### src/rtl/vm3_mux_pkg.sv
// Shared constants and frame helpers for the VM3 3-wire mux link serializer.
package vm3_mux_pkg;
  localparam int         NSLOT    = 4;
  localparam int         SLOT_W   = $clog2(NSLOT);
  localparam logic [1:0] STB_SLOT = 2'd3;

  localparam int F_DCLO   = 7;
  localparam int F_ACLO   = 6;
  localparam int F_HALT   = 5;
  localparam int F_EVNT   = 4;
  localparam int F_IRQ_HI = 3;
  localparam int F_IRQ_LO = 0;

  localparam logic [1:0] MX_IDLE = 2'b11;

  typedef logic [7:0] frame_t;

  // Link levels are inverted: 1 on the wire means deasserted.
  function automatic frame_t packFrame(input logic dclo, input logic aclo,
                                       input logic halt, input logic evnt,
                                       input logic [3:0] irq);
    frame_t f;
    f[F_DCLO]              = ~dclo;
    f[F_ACLO]              = ~aclo;
    f[F_HALT]              = ~halt;
    f[F_EVNT]              = ~evnt;
    f[F_IRQ_HI:F_IRQ_LO]   = ~irq;
    return f;
  endfunction

  function automatic logic [1:0] slotBits(input frame_t f, input logic [SLOT_W-1:0] s);
    case (s)
      2'd0:    return f[7:6];
      2'd1:    return f[5:4];
      2'd2:    return f[3:2];
      default: return f[1:0];
    endcase
  endfunction
endpackage

### src/rtl/vm3_mux_clkdiv.sv
// MCLK generator: DIV CLK cycles per half-period, plus the update strobes
// that sit one CLK after each MCLK edge.
module vm3_mux_clkdiv #(
  parameter int DIV = 2
) (
  input  logic CLK,
  input  logic nRST,
  output logic MCLK,
  output logic upd_lo,
  output logic upd_hi,
  output logic rise
);
  generate
    if (DIV < 2) begin : g_badDiv
      $error("vm3_mux_clkdiv: DIV must be >= 2");
    end
  endgenerate

  localparam int HW = $clog2(DIV);

  logic [HW-1:0] hc;
  logic          ph;
  logic          last;

  assign last = (hc == HW'(DIV - 1));

  always_ff @(posedge CLK or negedge nRST) begin
    if (!nRST) begin
      hc <= '0;
      ph <= 1'b0;
    end else if (last) begin
      hc <= '0;
      ph <= ~ph;
    end else begin
      hc <= hc + 1'b1;
    end
  end

  assign MCLK   = ph;
  assign upd_lo = (hc == '0) && !ph;
  assign upd_hi = (hc == '0) &&  ph;
  assign rise   = last && !ph;
endmodule

### src/rtl/vm3_mux_tx.sv
// Serializes DCLO/ACLO/HALT/EVNT/IRQ into 4-slot frames on MXOUT and
// time-shares the high MCLK phase for DMR/SACK.
module vm3_mux_tx
  import vm3_mux_pkg::*;
#(
  parameter int DIV = 2
) (
  input  logic       CLK,
  input  logic       nRST,
  input  logic       DCLO,
  input  logic       ACLO,
  input  logic       HALT,
  input  logic       EVNT,
  input  logic [3:0] IRQ,
  input  logic       DMR,
  input  logic       SACK,
  output logic       MCLK,
  output logic [1:0] MXOUT,
  output logic       MXSTB,
  output logic       FRAME,
  output logic       LINKUP
);
  logic              upd_lo, upd_hi, rise;
  logic [SLOT_W-1:0] slot;
  frame_t            snap;
  frame_t            frm;

  vm3_mux_clkdiv #(.DIV(DIV)) u_clkdiv (
    .CLK    (CLK),
    .nRST   (nRST),
    .MCLK   (MCLK),
    .upd_lo (upd_lo),
    .upd_hi (upd_hi),
    .rise   (rise)
  );

  // Slot 0 drives straight from the fresh snapshot so the frame stays coherent.
  assign frm = (slot == '0) ? packFrame(DCLO, ACLO, HALT, EVNT, IRQ) : snap;

  always_ff @(posedge CLK or negedge nRST) begin
    if (!nRST) begin
      slot   <= '0;
      snap   <= 8'hFF;
      MXOUT  <= MX_IDLE;
      MXSTB  <= 1'b0;
      FRAME  <= 1'b0;
      LINKUP <= 1'b0;
    end else begin
      FRAME <= 1'b0;
      if (upd_lo) begin
        if (slot == '0) snap <= frm;
        MXOUT <= slotBits(frm, slot);
        MXSTB <= (slot == STB_SLOT);
        FRAME <= (slot == STB_SLOT);
        slot  <= slot + 1'b1;
      end else if (upd_hi) begin
        MXOUT <= {~SACK, ~DMR};
      end
      if (rise && MXSTB) LINKUP <= 1'b1;
    end
  end
endmodule

### config.mk
export PLATFORM = sky130hd
export DESIGN_NAME = vm3_mux_tx
export DESIGN_NICKNAME = d
export VERILOG_FILES = /design/src/rtl/vm3_mux_pkg.sv /design/src/rtl/vm3_mux_clkdiv.sv /design/src/rtl/vm3_mux_tx.sv
export SDC_FILE = /design/constraint.sdc
export NUM_CORES = 1
export LEC_CHECK = 0
export CAP_MARGIN = 20
export CORE_MARGIN = 4
export CORE_UTILIZATION = 38
export CTS_BUF_LIST = sky130_fd_sc_hd__clkbuf_8
export DETAILED_ROUTE_END_ITERATION = 7
export GPL_TIMING_DRIVEN = 0
export PLACE_DENSITY_LB_ADDON = 0.1
export SLEW_MARGIN = 20
export SYNTH_ARGS = -nofsm -noshare
export SYNTH_HDL_FRONTEND = slang
export SYNTH_SLANG_ARGS = --single-unit
### constraint.sdc
create_clock -name CLK -period 3.7 [get_ports CLK]
set_input_delay 0.37 -clock CLK [delete_from_list [all_inputs] [get_ports CLK]]
set_output_delay 0.37 -clock CLK [all_outputs]
set_load 0.01 [all_outputs]
Word-level counts from Yosys, hierarchy flattened
Cells that the tools add are included.

Bits in registers: 17. Bits of input ports: 12.

$add $sub $neg: 2. Equality and inequality tests: 3. Multiplexer cells: 6. Bitwise logic cells: 9. Reductions and logical operators: 8.

Operators with widths (number): two-way mux 8 bit (1); inverter 1 bit (8); case mux 2 bit (3 select lines) (1); equality test 2 bit (second input constant) (2); logical AND 1 bit (4); two-way mux 2 bit (2); inverter 4 bit (1); adder 2 x 1 -> 2 bit (second input constant) (1); equality test 2 x 1 -> 1 bit (second input constant) (1); logical NOT 2 bit (1); two-way mux 1 bit (2); AND reduction 2 bit (1); nonzero test 2 bit (1); adder 1 bit (second input constant) (1); logical NOT 1 bit (1).

Longest topological paths before layout
Gate-level depths: netlist (run 1).

Word-level depth: 4. Gate-level depth with buffers: 7. Depth with buffers taken out: 5.

Modules after synthesis
A second synthesis (run 1) with hierarchy kept.

Cell total of the unflattened synthesis: 75. Area, all modules: 732.0 um2.

By module, submodules not included: vm3_mux_tx (instances 1, cells each 68, area an instance 653.1 um2, sequential area each 335.3 um2); vm3_mux_clkdiv (instances 1, cells each 7, area an instance 78.8 um2, sequential area each 50.0 um2).

Least setup slack after synthesis (run 1)
Ideal clock, no wire load.

Path kind: reg2reg. Start point: register slot[0]. End point: register snap[2]. Arrival time: 1.306 ns. Data required time: 3.632 ns. Setup slack: 2.326 ns. Stages on the path, launching flop included: 8. Clock period less this slack: 1.374 ns. Path through: dfrtp_1 inv_1 ha_1 buf_4 nor3b_4 buf_6 nor2_1 a21oi_2.

Longest elaborated chain between the ends: 2.

RTL lines: from (decl) (line vm3_mux_tx.sv:24) `logic [SLOT_W-1:0] slot;`; from (signal assigned) (line vm3_mux_tx.sv:55) `slot <= slot + 1'b1;`; logical NOT 2 bit (*) (line vm3_mux_tx.sv:38, vm3_mux_tx.sv:51); two-way mux 8 bit / AND reduction 2 bit (equally long branches); to (signal assigned) (line vm3_mux_tx.sv:51) `if (slot == '0) snap <= frm;`; to (decl) (line vm3_mux_tx.sv:25) `frame_t snap;`.

Mark *: on every way between the ends. The rest lies on a longest branch, timed or not. A chain may end at the register's enable or synchronous reset.

Worst setup path after layout (run 1)
Start point: register MXOUT[1]. End point: output port MXOUT[1].

RTL lines: from (decl) (line vm3_mux_tx.sv:18) `output logic [1:0] MXOUT,`; from (signal assigned) (line vm3_mux_tx.sv:52) `MXOUT <= slotBits(frm, slot);`; from (signal assigned) (line vm3_mux_tx.sv:57) `MXOUT <= {~SACK, ~DMR};`.

No word-level cell between the ends.

==> results of run 1 <==
-- worst paths after layout --
kind / to / cells past startpoint / start / slack, ns
min in group asynchronous: FRAME / 1 / nRST / 0.54
worst min-delay path: snap[1] / 2 / snap[1] / 0.47
worst min register to register: snap[1] / 2 / snap[1] / 0.47
max in group asynchronous: slot[1] / 1 / nRST / 2.72
worst max register to register: snap[0] / 7 / slot[0] / 2.10
worst max-delay path: MXOUT[1] / 1 / MXOUT[1] / 2.02
-- sequential cells by signal, summed over array words and instances, names as in the netlist --
signal,cells
MXSTB,1
u_clkdiv.hc,1
u_clkdiv.MCLK,1
LINKUP,1
FRAME,1
slot,2
MXOUT,2
snap,6
-- power breakdown --
group	internal, W	switching [W]
Clock	0.0000733	0.0000565
Combinational	0.0000168	0.0000100
Sequential	0.000172	0.00000222
-- cells by family after synthesis --
logic type      count (synthesis)  share of synthesized area
flops                          15                      0.502
simple gates                   22                      0.160
fa+ha+maj                       4                     0.0651
mux                             1                     0.0130
xor+xnor                        2                     0.0228
compound gates                 19                      0.168
buf+inv                         9                     0.0700
-- cells in the mapped netlist (all sizes together) (2+ instances only) --
| cell type | instances | area [um2] |
|---|---|---|
| a21oi | 9 | 52.6 |
| nor2b | 4 | 25.0 |
| o21ai | 3 | 15.0 |
| nor3b | 2 | 26.3 |
| dfstp | 8 | 210 |
| ha | 4 | 50.1 |
| nand2 | 7 | 26.3 |
| nor2 | 6 | 22.5 |
| inv | 5 | 18.8 |
| a221o | 2 | 22.5 |
| buf | 4 | 35.0 |
| dfrtp | 7 | 175 |
-- stage by stage --
step,util,hold WS (ns)
2_1_floorplan,-,0.0744
3_3_place_gp,0.501,0.453
3_5_place_dp,0.501,0.457
4_1_cts,0.524,0.467
5_1_grt,0.524,0.479
6_report,0.524,0.465
-- layer usage --
metal | global-route usage | vias to the layer above
met2 | 0.186 | 13
met3 | 0.0254 | 0
met4 | 0.0383 | 0
met1 | 0.163 | 259
met5 | 0 | -
li1 | - | 286
-- area by class of cell --
class / count / area (um2) / area share
Buffer: 4 / 35.0 / 0.0344
Timing Repair Buffer: 17 / 170 / 0.167
Clock inverter: 1 / 3.75 / 0.00369
Tap cell: 27 / 33.8 / 0.0332
Sequential cell: 15 / 385 / 0.379
Multi-Input combinational cell: 48 / 329 / 0.323
Inverter: 5 / 18.8 / 0.0185
Clock buffer: 3 / 41.3 / 0.0406
==> reports/results.txt, run 1 <==
The starting DRC count in detailed routing is 2, and the achievable frequency is 597 MHz. For the met1 routed wirelength after detailed routing, the log shows 693 um. The clock insertion delay at the later pin of the skew report came out at 0.24 ns. The final worst-path cycle share was 0.453; the ratio of total power to cell area was 325 nW/um2. CTS saw 15 sinks.

For the iteration count of the initial detailed-routing pass, the log shows 4. The signal on the critical path passes through clkdlybuf4s50_1. The number of placed instances, taps included, is 116.

The tools report the buffer count from post-CTS setup fixing as 0. Synthesized flop and latch total: 15. Kind of cell adding the most delay to the critical path: flip-flops. The tools report the number of nets with antenna violations after routing as 0. The share of synthesized registers carrying an async set or reset works out to 1.00.

0 antenna diodes ended up in the layout. For the met3 wire length, the log shows 70 um. TritonCTS built the clock tree. The cell area after synthesis is 768 um2. The worst path meets setup with 2.02 ns of slack.

The number of instances in the synthesized netlist is 72. The area growth from synthesis to layout is 32.4%. For the pin with the worst max-slew slack, the measured transition is 0.686 ns. Unique cell type count in the Yosys netlist: 27. Between clock sinks in the finished design, the worst skew comes to 0.00182 ns. Among all flip-flop cells after synthesis, the most frequent one is sky130_fd_sc_hd__dfstp_2.

Required time at the endpoint of the critical path: 3.33 ns. The number of nets in the layout was 110. The post-synthesis area per instance works out to 10.7 um2. The via count of the routed design came out at 558. The count of cells in the finished layout, fillers not included, comes to 120. The worst setup path is captured at a primary output. The initial core utilization came out at 0.396. Counting the buffers created by CTS gives 3. During synthesis, Yosys emitted a total of 0 warnings. Row generation in the floorplan step produced 16 rows. The worst slew slack as a fraction of its limit was 0.541. In the final routed layout, each cell accounts on average for 12.1 um. Summed over all layers, the routed wires come to 1.45 mm.

Clock tree synthesis selected as its root buffer the cell sky130_fd_sc_hd__clkbuf_8. The worst setup path is launched from a register. On the worst path, the slowest cell contributes a delay of 0.53 ns. The finished cells cover 1020 um2. The wire-length estimate of the detail-placed layout is 1.09 mm. The number of hold buffers added after CTS was 0. For the die area, the log shows 2810 um2.

The buffers plus inverters on the worst setup path was 1. The logs give 0 for the initial antenna violation count and 2.09 ns for the setup slack at placement. Routed signal wires occupy layers up through met3. The number of synthesized flops with an enable pin came out at 0. Setup violations remaining at the end of the flow were counted as 0. The number of global-route vias before repair is 539, and the final count of hold timing violations is 0. In this run the tool buffered the top-level ports with 17 buffer cells.

Max-cap violations in this run came to 0. The largest fanout of any net on the critical path works out to 2. The library cell used most frequently in the layout, excluding fill and tap cells, is sky130_fd_sc_hd__clkdlybuf4s50_1. The register clock-pin slew on the reported worst setup and hold paths is 0.06 ns. The run finished with clean final reports. For the number of remaining DRC errors, the log shows 0. For the final routed database, the setup TNS stands at 0 ns. Across the VDD grid, the largest voltage drop is 190 uV. The tools report the number of max-slew violations in the final report as 0. For this design the static power due to leakage is 0.428 nW. The path class of the tightest hold or removal check is reg2reg. The placed instances occupy a cell area of 972 um2. The region available for standard cell placement spans 1940 um2. The worst setup path is of the reg2out kind. When the netlist entered floorplanning its net count stood at 88.

The run gives 16 as the maximum number of pins on one net before global-route repair. The largest buffer count on any clock path is 2, and the first-pass GRT wire length is 2.44 mm. The count of cells resized by post-cts repair is 0, and the per-cell via count in the routed design is 4.65.

Global-route total usage across every layer: 0.119. The die is 53.0 um tall. Share of layout cells above drive strength 1: 0.237. Subtracting the final worst setup slack from the clock period gives 1.68 ns. The proportion of synthesized chip area in sequential cells is 0.502. In the layout the commonest cells are sky130_fd_sc_hd__clkdlybuf4s50_1 (17), sky130_fd_sc_hd__dfstp_2 (8), sky130_fd_sc_hd__dfrtp_1 (7), sky130_fd_sc_hd__nand2_1 (7), sky130_fd_sc_hd__a21oi_1 (7).

Setup repair after global routing left no endpoint under its margin. Detailed routing placed a total of 683 um of wire on met2. The arrival time at the worst endpoint is 1.31 ns. The die is 53.0 um wide. For this design, the slowest cell found on the critical path is sky130_fd_sc_hd__dfstp_2.

For the total congestion overflow after global routing, the log shows 0. The total of fill cells in the finished design came out at 188. The number of H-tree levels is 1, and the sum of internal, switching and leakage power is 0.000331 W.

The congestion estimate from routability-driven global placement came to 0.745. The boundary pin count is 18.
Power figures use the tool's default switching activity.
==> run 2, diff against run 1 <==
- clock period: 3.7 -> 1.57 ns (I/O delays scaled with it)
==> reports/results.txt, run 2 (synthesis gave the netlist of run 1 again) <==
The worst-case register-to-register setup slack was 0.11 ns (-1.99 ns); the per-cell via count in the routed design was 4.66 (+0.30%). The tools report the non-filler instance count after layout as 122 (+1.7%). The required time at the endpoint of the critical path came out at 1.41 ns (-1.92 ns).

The antenna diode instance count was 0 (unchanged); the total number of placement rows was 16 (unchanged). The die area is 2810 um2 (unchanged), and the number of port buffers is 17 (unchanged). The number of max-cap violations is 0 (unchanged), and the ratio of total power to cell area is 751 nW/um2 (+130%). The maximum vdd drop is 445 uV (+130%). The total CTS buffers was 3 (unchanged).

The worst slew slack as a fraction of its limit was 0.545 (+0.00390). The endpoint of the worst setup timing path is MXOUT[1]. The number of H-tree levels is 1 (unchanged). STA classifies the critical path endpoint as a primary output. The starting DRC count in detailed routing was 1 (-1); the first-pass GRT wire length was 2.44 mm (unchanged). Walking the worst path, the cells encountered are clkdlybuf4s50_1.

The placer congestion estimate was 0.745 (unchanged). The tightest min-delay check is of the in2async type. The logs give 0.396 (unchanged) for the initial core utilization and 15 (unchanged) for the number of clock sinks. The boundary pin count was 18 (unchanged). The setup path with the least slack is of type reg2out.

The wire length per cell was 11.8 um (-2.3%); the final worst-path cycle share was 0.932. TritonCTS built the clock tree. The chip height was 53.0 um (unchanged); the number of global-route vias before repair was 546 (+1.3%). The maximum number of pins on one net before global-route repair is 16 (unchanged). STA classifies the critical path startpoint as a register.

The utilization after layout was 0.534 (+0.00967); the number of nets with antenna violations after routing was 0 (unchanged). The run gives 2 (unchanged) as the largest buffer count on any clock path. The total of fill cells in the finished design was 187 (-0.53%); the number of remaining DRC errors was 0 (unchanged).

The register clock-pin slew on the reported worst setup and hold paths is 0.06 ns (about the same). The arrival time at the worst endpoint came out at 1.31 ns (about the same). On the critical path, the stage with the largest delay is an instance of sky130_fd_sc_hd__dfstp_2. The actual slew at the worst max-slew pin is 0.680 ns (-0.00583 ns).

The largest registers in the layout are snap (6), MXOUT (2), slot (2). The library cell used most frequently in the layout, excluding fill and tap cells, is sky130_fd_sc_hd__clkdlybuf4s50_1. The cell depth of the worst flop-to-flop path was 6 (-1); the total core area was 1940 um2 (unchanged).

The tools report the via count of the routed design as 569 (+2.0%). The die extent in x was 53.0 um (unchanged); the shortest period the worst path allows was 1.46 ns. The maximum cell stage delay along the critical path was 0.53 ns (about the same); the clock insertion delay at the later pin of the skew report was 0.24 ns (about the same).

The critical register-to-register path endpoint was snap[1]. The tools report the worst setup path startpoint as MXOUT[1]. The final count of hold timing violations was 0 (unchanged). On the critical path the largest part of the delay comes from flip-flops. The logs give 0 (unchanged) for the total congestion overflow after global routing and 3 (-1) for the iteration count of the initial detailed-routing pass. The number of stages on the worst setup path was 1 (unchanged); the detailed-route wire length was 1.44 mm (-0.62%).

The tools report the cell leakage power as 0.437 nW (+2.1%). Setup repair after global routing left no endpoint under its margin. Instance count after placement with tap cells included: 116 (unchanged).

The run finished with clean final reports. The share of layout cells above drive strength 1 works out to 0.263 (+0.0266). The buffers plus inverters on the worst setup path came out at 1 (unchanged).

The initial antenna violation count was 0 (unchanged). The number of flip-flops in the largest register came out at 6 (unchanged). Counting flops per register, the top entry is snap. The tools report the global-route total usage across every layer as 0.119 (unchanged). The clock skew after layout is 0.00234 ns (+0.000517 ns). From synthesis to final layout, the design area changed by 34.9%. Setup-violating endpoint count in the final report: 0 (unchanged). Placed wire-length estimate after detailed placement: 1.09 mm (unchanged). The top cell types in the final layout, fill and taps aside, are sky130_fd_sc_hd__clkdlybuf4s50_1 (17), sky130_fd_sc_hd__dfstp_2 (8), sky130_fd_sc_hd__dfrtp_1 (7), sky130_fd_sc_hd__nand2_1 (7), sky130_fd_sc_hd__a21oi_1 (7). The largest fanout of any net on the critical path came out at 2 (unchanged). The startpoint identified for the worst register-to-register timing path is slot[1]. The number of nets in the layout was 112 (+1.8%); the number of max-slew violations in the final report was 0 (unchanged). For this run, the top clock speed supported by timing is 683 MHz. In this run the clock root is driven by a sky130_fd_sc_hd__clkbuf_8.
==> run 2: cell types whose count changed in the layout (fill, tap and decap cells not counted), sizes merged <==
cell,previous run,this run
buf,4,6
==> run 2: how the worst min path moves through the flow <==
stage | end | cells past startpoint | slack (ns) | startpoint
after global placement | snap[1] | 2 | 0.45 | snap[1]
final | FRAME | 1 | 0.33 | nRST
after CTS | FRAME | 1 | 0.35 | nRST
after global routing | FRAME | 1 | 0.37 | nRST
after floorplan | FRAME | 0 | -0.14 | nRST
after detailed placement | snap[1] | 2 | 0.46 | snap[1]
==> run 2: area by class of cell <==
class / instances / area [um2] / area share
inverter: 5 / 18.8 / 0.0181
sequential: 15 / 385 / 0.372
buffer: 4 / 35.0 / 0.0338
multi-input combinational: 48 / 329 / 0.318
tap: 27 / 33.8 / 0.0326
clock buffer: 3 / 41.3 / 0.0399
clock inverter: 1 / 3.75 / 0.00362
timing repair buffer: 19 / 189 / 0.182
==> run 2: metrics by stage <==
stage / hold slack (ns) / area (um2) / power (W) / worst slack, ns / setup TNS (ns)
2_1_floorplan: -0.139 / 768 / 0.000435 / 0.196 / 0
4_1_cts: 0.349 / 1030 / 0.000787 / 0.0771 / 0
3_5_place_dp: 0.457 / 972 / 0.000481 / -0.0401 / -0.0794
3_3_place_gp: 0.453 / 972 / 0.000481 / 0.0109 / 0
5_1_grt: 0.373 / 1040 / 0.000807 / 0.00873 / 0
6_report: 0.326 / 1040 / 0.000778 / 0.107 / 0
==> run 2: power by group <==
part / switching (W) / leakage (nW) / internal [W]
Clock: 0.000131 / 0.0269 / 0.000173
Sequential: 0.00000531 / 0.167 / 0.000406
Combinational: 0.0000237 / 0.243 / 0.0000396
==> run 2: repair_timing <==
item / 4_1_cts / 5_1_grt
gates resized for setup: 0 / 3
pin swaps: 0 / 0
hold buffers: 0 / 0
setup endpoints to repair: 2 / 4
setup buffers: 2 / 0
==> run 2: per-layer routing <==
metal	routed length, um	track usage	vias to the layer above
li1	-	-	291
met1	707	0.161	263
met2	653	0.188	13
met3	68	0.0254	2
met4	10	0.0383	0
met5	0	0	-
==> RTL edit 1 (settings of run 1) <==
Make the reset (`nRST`) synchronous in 2 clocked blocks.
--- a/src/rtl/vm3_mux_clkdiv.sv
+++ b/src/rtl/vm3_mux_clkdiv.sv
@@ -24,7 +24,7 @@
 
   assign last = (hc == HW'(DIV - 1));
 
-  always_ff @(posedge CLK or negedge nRST) begin
+  always_ff @(posedge CLK) begin
     if (!nRST) begin
       hc <= '0;
       ph <= 1'b0;
--- a/src/rtl/vm3_mux_tx.sv
+++ b/src/rtl/vm3_mux_tx.sv
@@ -37,7 +37,7 @@
   // Slot 0 drives straight from the fresh snapshot so the frame stays coherent.
   assign frm = (slot == '0) ? packFrame(DCLO, ACLO, HALT, EVNT, IRQ) : snap;
 
-  always_ff @(posedge CLK or negedge nRST) begin
+  always_ff @(posedge CLK) begin
     if (!nRST) begin
       slot   <= '0;
       snap   <= 8'hFF;
Check against the original RTL: differs if nRST is asserted again (counterexample within 4 cycles, from zero or initial values and one cycle with nRST low); with nRST held inactive, the same outputs for 10 cycles.
==> RTL edit 1 against run 1 <==
Synthesized area is 8.0% lower. Global-route usage is 0.33 points higher. Non-clock buffer count is 1 lower. Wire length is 3.5% lower. Design area is 6.3% lower. Die area is 6.8% lower. Via count is 7.9% higher. Utilization is 2.2 points higher. Worst hold slack better by 0.012 ns. Worst setup slack better by 0.037 ns. Sequential cell count stayed put. Critical path type unchanged. Highest routed layer unchanged.
Power is not compared: it rests on default switching activity, and its combinational part moved more than twofold at a synthesized area within 25%.
==> RTL edit 1: results (changes against run 1) <==
Yosys cell types=23 (was 27); Post-Route WL=1.40 mm (was 1.45 mm); share of cells above drive strength 1=9.09% (was 23.7%); Syn Nets=94 (was 88); peak fanout along the critical path=6 (was 2); Total Routing Usage GR=12.2% (was 11.9%); dpl ws=2.05 ns (was 2.09 ns); Worst Hold End=snap[1] (unchanged); Worst EP arrival=1.27 ns (was 1.31 ns); Starting DRT DRC Count=14 (was 2); max_slew headroom=74.2% (was 54.1%); smallest hold slack=0.477 ns (was 0.465 ns); Worst path max stage delay=0.58 ns (was 0.53 ns); worst flop-to-flop path endpoint=MXOUT[0] (was snap[0]); family with the most delay on the worst path=buffers and inverters (was flip-flops); Placer Congestion=0.796 (was 0.745); largest net degree at the start of global routing=11 (was 16); hold path start=snap[1] (unchanged); Async S/R FF share, synth=0% (was 100%); Seq/Total Area, Yosys=42.5% (was 50.2%); CTS H-tree lvls=1 (unchanged); Crit Reg-Reg Startpoint=slot[0] (unchanged); post-DR vias/cell=4.85 (was 4.65); Synth area leaders=dfxtp_1 (42%), o211ai_1 (8.5%), nand2_1 (8.0%), ha_1 (7.1%), nand2b_1 (3.5%) (was dfstp_2 (27%), dfrtp_1 (23%), ha_1 (6.5%), a21oi_1 (4.6%), nand2_1 (3.4%)); Max Clock Skew=0.00306 ns (was 0.00182 ns); status=finished, final reports clean (unchanged); first-pass GRT wire length=2.40 mm (was 2.44 mm)
-- RTL edit 1: how the worst max path moves through the flow --
stage,start,to,slack (ns),depth (start not counted)
final,u_clkdiv.MCLK,MCLK,2.06,1
after global routing,u_clkdiv.MCLK,MCLK,2.00,1
after CTS,u_clkdiv.MCLK,MCLK,2.06,1
after detailed placement,nRST,snap[3],2.05,3
after global placement,nRST,snap[1],2.07,3
after floorplan,slot[0],MXOUT[0],2.21,7
-- RTL edit 1: per-stage QoR --
stage	area [um2]	std cells
6_report	953	124
2_1_floorplan	707	78
5_1_grt	953	124
3_3_place_gp	908	120
3_5_place_dp	908	120
4_1_cts	953	124
-- RTL edit 1: metal layers --
metal,global-route usage (%),vias to the layer above,share of wire [%]
met5,0,-,0
met4,1.35,0,0
met3,6.71,0,7.3
met2,17.4,17,42
met1,16.6,266,50
li1,-,319,-
-- RTL edit 1: layout make-up --
| type | count | area, um2 |
|---|---|---|
| fillers | 165 | 792 |
| multi-input cells | 57 | 369 |
| flip-flops and latches | 15 | 300 |
| repair buffers | 17 | 170 |
| clock buffers | 3 | 41.3 |
| well taps | 25 | 31.3 |
| plain buffers | 3 | 26.3 |
| inverters | 3 | 11.3 |
| clock inverters | 1 | 3.75 |
-- RTL edit 1: cells by family after synthesis --
| group | Yosys count | share of synthesized area (%) |
|---|---|---|
| XOR/XNOR | 1 | 1.24 |
| flip-flops | 15 | 42.5 |
| adder cells (fa/ha/maj) | 4 | 7.08 |
| buffers and inverters | 6 | 5.31 |
| AND/OR/NAND/NOR | 26 | 17.7 |
| AO/OA/AOI/OAI | 26 | 26.2 |
-- RTL edit 1: report_power, final --
part	internal (mW)	switching (mW)	total (mW)
Sequential	0.181	0.0135	0.195
Clock	0.0733	0.0529	0.126
Combinational	0.0642	0.0583	0.123
Total	0.319	0.125	0.444
==> RTL edit 2 (config.mk and constraints of run 1) <==
Made on the original files. Set the package constant `NSLOT` to 8 (it was 4).
--- a/src/rtl/vm3_mux_pkg.sv
+++ b/src/rtl/vm3_mux_pkg.sv
@@ -1,6 +1,6 @@
 // Shared constants and frame helpers for the VM3 3-wire mux link serializer.
 package vm3_mux_pkg;
-  localparam int         NSLOT    = 4;
+  localparam int         NSLOT    = 8;
   localparam int         SLOT_W   = $clog2(NSLOT);
   localparam logic [1:0] STB_SLOT = 2'd3;
 
Function: same outputs for any inputs over 10 cycles, from zero or initial values and one cycle with nRST low; that may be too few to reach the edited logic, so the function may still have changed.
==> RTL edit 2 against run 1 <==
Combinational power is 16% lower. Wire length is 6.1% higher. First-iteration DRC count is 50% higher. Total power is 9.0% higher. Count of clock-buffer cells in the layout is 1 higher. Utilization is 1.1 points higher. Register-to-register slack worse by 0.07 ns. Via count is 11% higher. Sequential cell count is 1 higher. Design area is 3.1% higher. Worst setup slack better by 0.00090 ns. Synthesized area is 2.8% higher.
==> RTL edit 2: results (changes against run 1) <==
HPWL after detailed placement=1.17 mm (was 1.09 mm); Max VDD drop=0.000154 V (was 0.000190 V); hold path start=snap[3] (was snap[1]); Commonest cells post-synth=nand2_1 (13), dfrtp_1 (8), dfstp_2 (8) (was dfstp_2 (8), a21oi_1 (7), dfrtp_1 (7), nand2_1 (7), nor2_1 (6)); post-DR vias/cell=5.11 (was 4.65); worst reg-to-reg path cell count=6 (was 7); most frequent cell after synthesis=nand2_1 (was dfstp_2); global routing usage on met2=21.0% (was 18.6%); Comb power=22.4 uW (was 26.8 uW); met1 GRT Util=14.3% (was 16.3%); Clock power frac=42.3% (was 39.2%); Total Routing Usage GR=12.8% (was 11.9%); WL met3=102 um (was 70 um); Fillers=196 (was 188); Synth area leaders=dfstp_2 (27%), dfrtp_1 (25%), ha_1 (7.9%), nand2_1 (6.2%), o21ai_0 (4.4%) (was dfstp_2 (27%), dfrtp_1 (23%), ha_1 (6.5%), a21oi_1 (4.6%), nand2_1 (3.4%)); switch share=19.1% (was 20.8%); Max Clock Skew=0.00119 ns (was 0.00182 ns); dpl ws=2.05 ns (was 2.09 ns); CP startpoint=MXOUT[0] (was MXOUT[1]); synthesis-to-layout area growth=32.8% (was 32.4%); Pleak=0.436 nW (was 0.428 nW); area of the multi-input gates=332 um2 (was 329 um2); top routing layer in use=met4 (was met3); share of cells above drive strength 1=20.2% (was 23.7%); nets@finish=112 (was 110); met1 WL=658 um (was 693 um); CTS Sinks=16 (was 15); Top Registers=snap (6), slot (3), MXOUT (2) (was snap (6), MXOUT (2), slot (2)); clock network area share=5.25% (was 4.43%); Placer Congestion=0.768 (was 0.745); router iterations before antenna repair=2 (was 4); Post-DP Area=993 um2 (was 972 um2); period utilisation layout=45.3% (about the same); Starting DRT DRC Count=3 (was 2); Placed Cells=117 (was 116); status=finished, final reports clean (unchanged)
RTL edit 2: changes by cell type after synthesis, moves of 2 or more:
cell | before | now
nor2b_1 | 4 | 0
nor2_1 | 6 | 1
a221o_2 | 2 | 0
a31oi_1 | 0 | 2
o2111ai_1 | 0 | 2
a21oi_1 | 7 | 3
nand2_1 | 7 | 13
o21ai_0 | 3 | 7
nand3_1 | 0 | 2
a21oi_2 | 2 | 0
RTL edit 2: worst paths after layout:
path	to
worst max-delay path	MXOUT[0]
worst min-delay path	snap[3]
worst max register to register	MXOUT[0]
worst min register to register	snap[3]
max in group asynchronous	u_clkdiv.MCLK
min in group asynchronous	slot[1]
RTL edit 2: logic make-up (layout without fill, tap and decap cells):
family | after synthesis | after routing | share of synthesized area (%)
xor+xnor | 2 | 2 | 2.22
mux | 2 | 2 | 2.69
buf+inv | 8 | 29 | 6.02
simple gates | 21 | 21 | 13.3
flops | 16 | 16 | 52.0
compound gates | 19 | 19 | 15.8
fa+ha+maj | 5 | 5 | 7.92
